File: src/rtl/frv_serial_shift_pkg.sv
// rtl/frv_serial_shift_pkg.sv - shared encodings and constants for the serial shift stage
package frv_serial_shift_pkg;

    localparam logic [1:0] OP_SLL = 2'b00;
    localparam logic [1:0] OP_SRL = 2'b01;
    localparam logic [1:0] OP_SRA = 2'b10;
    localparam logic [1:0] OP_RSV = 2'b11;

    localparam int FAST_STEP = 4;

    typedef enum logic [1:0] {
        IDLE  = 2'd0,
        SHIFT = 2'd1,
        DONE  = 2'd2
    } state_e;

endpackage

File: src/rtl/frv_serial_shift_step.sv
// rtl/frv_serial_shift_step.sv - combinational shift of the accumulator by a small step amount
module frv_serial_shift_step
    import frv_serial_shift_pkg::*;
#(
    parameter int XLEN = 32
) (
    input  logic [1:0]      op_i,
    input  logic [XLEN-1:0] acc_i,
    input  logic [2:0]      amt_i,
    output logic [XLEN-1:0] acc_o
);

    always_comb begin
        acc_o = acc_i;
        case (op_i)
            OP_SLL:  acc_o = acc_i << amt_i;
            OP_SRL:  acc_o = acc_i >> amt_i;
            OP_SRA:  acc_o = $unsigned($signed(acc_i) >>> amt_i);
            default: acc_o = acc_i;
        endcase
    end

endmodule

File: src/rtl/frv_serial_shift_stage.sv
// rtl/frv_serial_shift_stage.sv - multi-cycle serial shifter on the valid/busy handshake; FRV_SERIAL_SHIFT_FAST_EN enables 4-bit steps
module frv_serial_shift_stage
    import frv_serial_shift_pkg::*;
#(
    parameter int XLEN  = 32,
    parameter int SLEN  = $clog2(XLEN),
    parameter int RDLEN = 5
) (
    input  logic             g_clk,
    input  logic             g_resetn,
    input  logic             s_valid,
    output logic             s_busy,
    input  logic [1:0]       s_op,
    input  logic [XLEN-1:0]  s_rs1,
    input  logic [SLEN-1:0]  s_shamt,
    input  logic [RDLEN-1:0] s_rd,
    input  logic             flush,
    output logic             m_valid,
    input  logic             m_busy,
    output logic [XLEN-1:0]  m_result,
    output logic [RDLEN-1:0] m_rd
);

    state_e           state_q, state_d;
    logic [1:0]       op_q, op_d;
    logic [XLEN-1:0]  acc_q, acc_d;
    logic [SLEN-1:0]  cnt_q, cnt_d;
    logic [RDLEN-1:0] rd_q, rd_d;

    logic [2:0]       step_amt;
    logic [XLEN-1:0]  step_out;
    logic             accept;

    assign s_busy   = (state_q == SHIFT) || ((state_q == DONE) && m_busy);
    assign m_valid  = (state_q == DONE);
    assign m_result = acc_q;
    assign m_rd     = rd_q;
    assign accept   = s_valid && !s_busy && !flush;

`ifdef FRV_SERIAL_SHIFT_FAST_EN
    assign step_amt = (cnt_q >= SLEN'(FAST_STEP)) ? 3'(FAST_STEP) : 3'd1;
`else
    assign step_amt = 3'd1;
`endif

    frv_serial_shift_step #(
        .XLEN (XLEN)
    ) u_step (
        .op_i  (op_q),
        .acc_i (acc_q),
        .amt_i (step_amt),
        .acc_o (step_out)
    );

    always_comb begin
        state_d = state_q;
        op_d    = op_q;
        acc_d   = acc_q;
        cnt_d   = cnt_q;
        rd_d    = rd_q;

        case (state_q)
            SHIFT: begin
                acc_d = step_out;
                cnt_d = cnt_q - SLEN'(step_amt);
                if (cnt_q == SLEN'(step_amt)) begin
                    state_d = DONE;
                end
            end
            DONE: begin
                if (!m_busy) begin
                    state_d = IDLE;
                end
            end
            default: state_d = state_q;
        endcase

        // A new op may land in the same cycle the previous result leaves.
        if (accept) begin
            op_d    = s_op;
            acc_d   = s_rs1;
            cnt_d   = s_shamt;
            rd_d    = s_rd;
            state_d = ((s_shamt == '0) || (s_op == OP_RSV)) ? DONE : SHIFT;
        end

        if (flush) begin
            state_d = IDLE;
            cnt_d   = '0;
        end
    end

    always_ff @(posedge g_clk) begin
        if (!g_resetn) begin
            state_q <= IDLE;
            op_q    <= OP_SLL;
            acc_q   <= '0;
            cnt_q   <= '0;
            rd_q    <= '0;
        end else begin
            state_q <= state_d;
            op_q    <= op_d;
            acc_q   <= acc_d;
            cnt_q   <= cnt_d;
            rd_q    <= rd_d;
        end
    end

endmodule

File: config.mk
export PLATFORM = sky130hd
export DESIGN_NAME = frv_serial_shift_stage
export DESIGN_NICKNAME = d
export VERILOG_FILES = /design/src/rtl/frv_serial_shift_pkg.sv /design/src/rtl/frv_serial_shift_step.sv /design/src/rtl/frv_serial_shift_stage.sv
export SDC_FILE = /design/constraint.sdc
export NUM_CORES = 1
export LEC_CHECK = 0
export CAP_MARGIN = 20
export CORE_AREA = 2 2 81 83
export CTS_CLUSTER_SIZE = 25
export DETAILED_ROUTE_END_ITERATION = 16
export DIE_AREA = 0 0 83 85
export PLACE_DENSITY = 0.75
export RECOVER_POWER = 50
export REMOVE_ABC_BUFFERS = 1
export SYNTH_ARGS = -nofsm -noshare
export SYNTH_HDL_FRONTEND = slang
export SYNTH_SLANG_ARGS = --single-unit
File: constraint.sdc
create_clock -name g_clk -period 1.6 [get_ports g_clk]
set_input_delay 0.24 -clock g_clk [delete_from_list [all_inputs] [get_ports g_clk]]
set_output_delay 0.24 -clock g_clk [all_outputs]
set_load 0.05 [all_outputs]
==> results.cfg <==
[place]
dp_hpwl_um = 4590
gp_routability_congestion = 0.828
dp.cells = 417
place_area_mm2 = 0.00348
portBuffers = 87

[logic_synthesis]
synth_flop_cell = dfxtp_1
synthArstFlopShare_pct = 0
ys_types = 40
synth_seq_cells = 46
syn_area_mm2 = 0.00243
yosysWarnings = 0
postSynthCellCount = 249
seq_area_frac_synth_pct = 37.9
syn_area_per_cell_um2 = 9.76
synth_edf_count = 0

[floorplanning]
ios = 88
dieArea_mm2 = 0.00706
std_cell_rows = 29
die_h_um = 85
die_x_um = 83
start_util_pct = 39.2
core_mm2 = 0.00620

[pwr]
p_int_mw = 1.89
peakVddDrop_mv = 0.448
combPwrFrac_pct = 26.1
seqPwrFrac_pct = 45.3
sw_frac_of_total_pct = 30.4
clkPwrFrac_pct = 28.6
switchingPower_mw = 0.825
power_leakage_nw = 1.54
fin_total_pwr_mw = 2.71
pwr_density_cell_mw_per_mm2 = 730

[clocking]
clockBufferDepth = 2
clk_latency_ns = 0.30
h-tree-depth = 2
clock-sinks = 46
cts_buffers = 5
clk_pin_slew_ns = 0.09
tritoncts = done
cts-root-buf = clkbuf_8

[sta]
fin_crit_ns = 1.67
clock_skew_ns = 0.0116
hold_viol_final = 0
max_freq_mhz = 600
tightest_slew_ns = 0.607
tns_ns = -0.242
final.period_utilization_pct = 104
slew_headroom_pct = 59.7
final.setup.worst_slack_ns = -0.0661
finalSetupViolCount = 17
rsz0062_at_grt = yes
slew_violations = 0

[layout]
multi_input_area_mm2 = 0.00144
fin_cells = 432
final_area_mm2 = 0.00371
register_area_um2 = 930
nets = 408
area_growth_pct = 52.7
utilization_pct = 59.8
fillCellCount = 538
antenna_cells = 0
drive_gt1_share_pct = 24.2

[hold_path]
min_path_type = reg -> reg
min_to = m_rd[1]
min_path_cells = 2
hp-start = m_rd[1]

[worst_setup_path]
path_depth = 8
ff2ff_path_depth = 8
ff2ff_setup_slack_ns = -0.07
required_ns = 1.80
endpoint_kind = register
cp_top_family = compound AO/OA/AOI/OAI gates
path_buf_inv = 3
crit_path_top_delay_cell = dfxtp_4
arrival_ns = 1.87
crit_chain = inv_4, ha_4, buf_6, o21a_4, buf_12, a22o_1, mux2i_1, o2bb2ai_1
worstSetupStartpointType = register
timing.rr.end = m_result[4]
r2r-start = op_q[1]
critPathMaxFanout = 6
max_stage_delay_ns = 0.39
critPathKind = reg -> reg

[global_route]
overflow = 0
grt_pass1_wl_um = 11200
grt_start_max_net_pins = 48
antenna_found_initial = 0
grt_pass1_vias = 2380
grtUsageTotal_pct = 18.9

[status]
violations = setup timing
outcome = finished with violations

[routing]
drt-wirelength-per-cell_um = 17.0
routed_via_density = 5.60
ant_nets = 0
drc = 0
vias = 2421
postRouteWirelength_um = 7350
drt_first_pass_iters = 4
drtIter0Drc = 100

[flow_run]
cap_violations = 0
## flip-flops by register name (all words and copies together) (netlist names)
name	flops
op_q	2
cnt_q	5
m_result	32
state_q	2
m_rd	5
## how the worst max path moves through the flow
stage                     startpoint            to  slack, ns
after floorplan           state_q[1]    state_q[1]      -0.87
after global placement    s_shamt[1]    state_q[1]      -0.18
after detailed placement  s_shamt[2]    state_q[1]      -0.19
after CTS                    op_q[1]  m_result[20]      -0.02
after global routing         op_q[1]   m_result[4]      -0.14
final                        op_q[1]   m_result[4]      -0.07
## cell families (layout without fill, tap and decap cells)
group / after synthesis / after routing / share of synthesized area [%]
xor+xnor: 1 / 1 / 0.360
compound gates: 91 / 91 / 30.3
flops: 46 / 46 / 37.9
mux: 30 / 30 / 12.4
simple gates: 49 / 49 / 10.6
buf+inv: 27 / 133 / 5.97
fa+ha+maj: 5 / 5 / 2.57
## cell type report
type                            instances  area share, %
Multi-Input combinational cell        176           38.9
Inverter                                6          0.741
Tap cell                               77           2.60
Clock buffer                            7           2.33
Clock inverter                          1          0.236
Sequential cell                        46           25.0
Timing Repair Buffer                  119           30.2
## repair_timing
| action | CTS | global route |
|---|---|---|
| gates cloned | 0 | 5 |
| hold buffers | 0 | 0 |
| hold endpoints to repair | 0 | 0 |
| setup buffers | 0 | 2 |
| endpoints found under the setup margin | 31 | 32 |
| resized for setup | 8 | 19 |
| pin swaps | 1 | 24 |
## tightest hold or removal path, delay by kind of cell (launching register included)
kind               cells  cell delay [ns]
DFF                    1             0.32
and+or+nand+nor        1             0.05
AOI/OAI and AO/OA      1             0.06
## per-stage QoR
step / hold WS [ns] / worst slack, ns
after CTS: 0.472 / -0.0245
after global routing: 0.507 / -0.143
after global placement: 0.454 / -0.181
after detailed placement: 0.459 / -0.192
final: 0.466 / -0.0661
after floorplan: 0.378 / -0.873
## power groups by stage
stage	combinational, mW	clock, mW	sequential (mW)
CTS	0.668	0.793	1.23
finish	0.708	0.774	1.23
floorplan	0.230	0	1.35
global route	0.755	0.843	1.23
detailed placement	0.660	0	1.25
global placement	0.656	0	1.25
## layout by cell type (no fill, tap or decap), types with 5 or more instances in the layout
master and instances:
a21boi_0 8, mux2i_1 30, o2bb2ai_1 30, nor2_1 6
buf_12 8, clkbuf_2 16, clkdlybuf4s50_1 48, buf_4 27
clkbuf_1 12, dfxtp_1 43, nand2_1 19, clkbuf_8 6
a22o_1 30, buf_6 5, a21oi_1 6
## cell usage after synthesis, drive strengths merged, types with 2 or more instances
library cell | count | area share [%]
a211oi | 2 | 0.62
a21boi | 8 | 2.5
a21oi | 6 | 1.2
a22o | 30 | 11
a31oi | 2 | 0.51
and3 | 2 | 0.72
buf | 14 | 4.0
clkbuf | 7 | 1.1
dfxtp | 46 | 38
ha | 5 | 2.6
inv | 6 | 0.93
mux2i | 30 | 12
nand2 | 19 | 2.9
nand2b | 3 | 0.77
nand3 | 5 | 1.2
nor2 | 7 | 1.1
nor2b | 3 | 0.77
nor3 | 4 | 0.82
nor3b | 2 | 0.82
o21a | 2 | 0.62
o21ai | 4 | 0.82
o2bb2ai | 30 | 11
## metal layers
metal / vias to the layer above / share of wire, % / track usage [%]
met5: - / 0 / 0
met4: 0 / 1.0 / 4.77
met3: 10 / 8.0 / 6.42
met2: 94 / 46 / 30.1
met1: 1158 / 45 / 24.7
li1: 1159 / - / -
No activity file was read; power rests on OpenSTA's default activity.
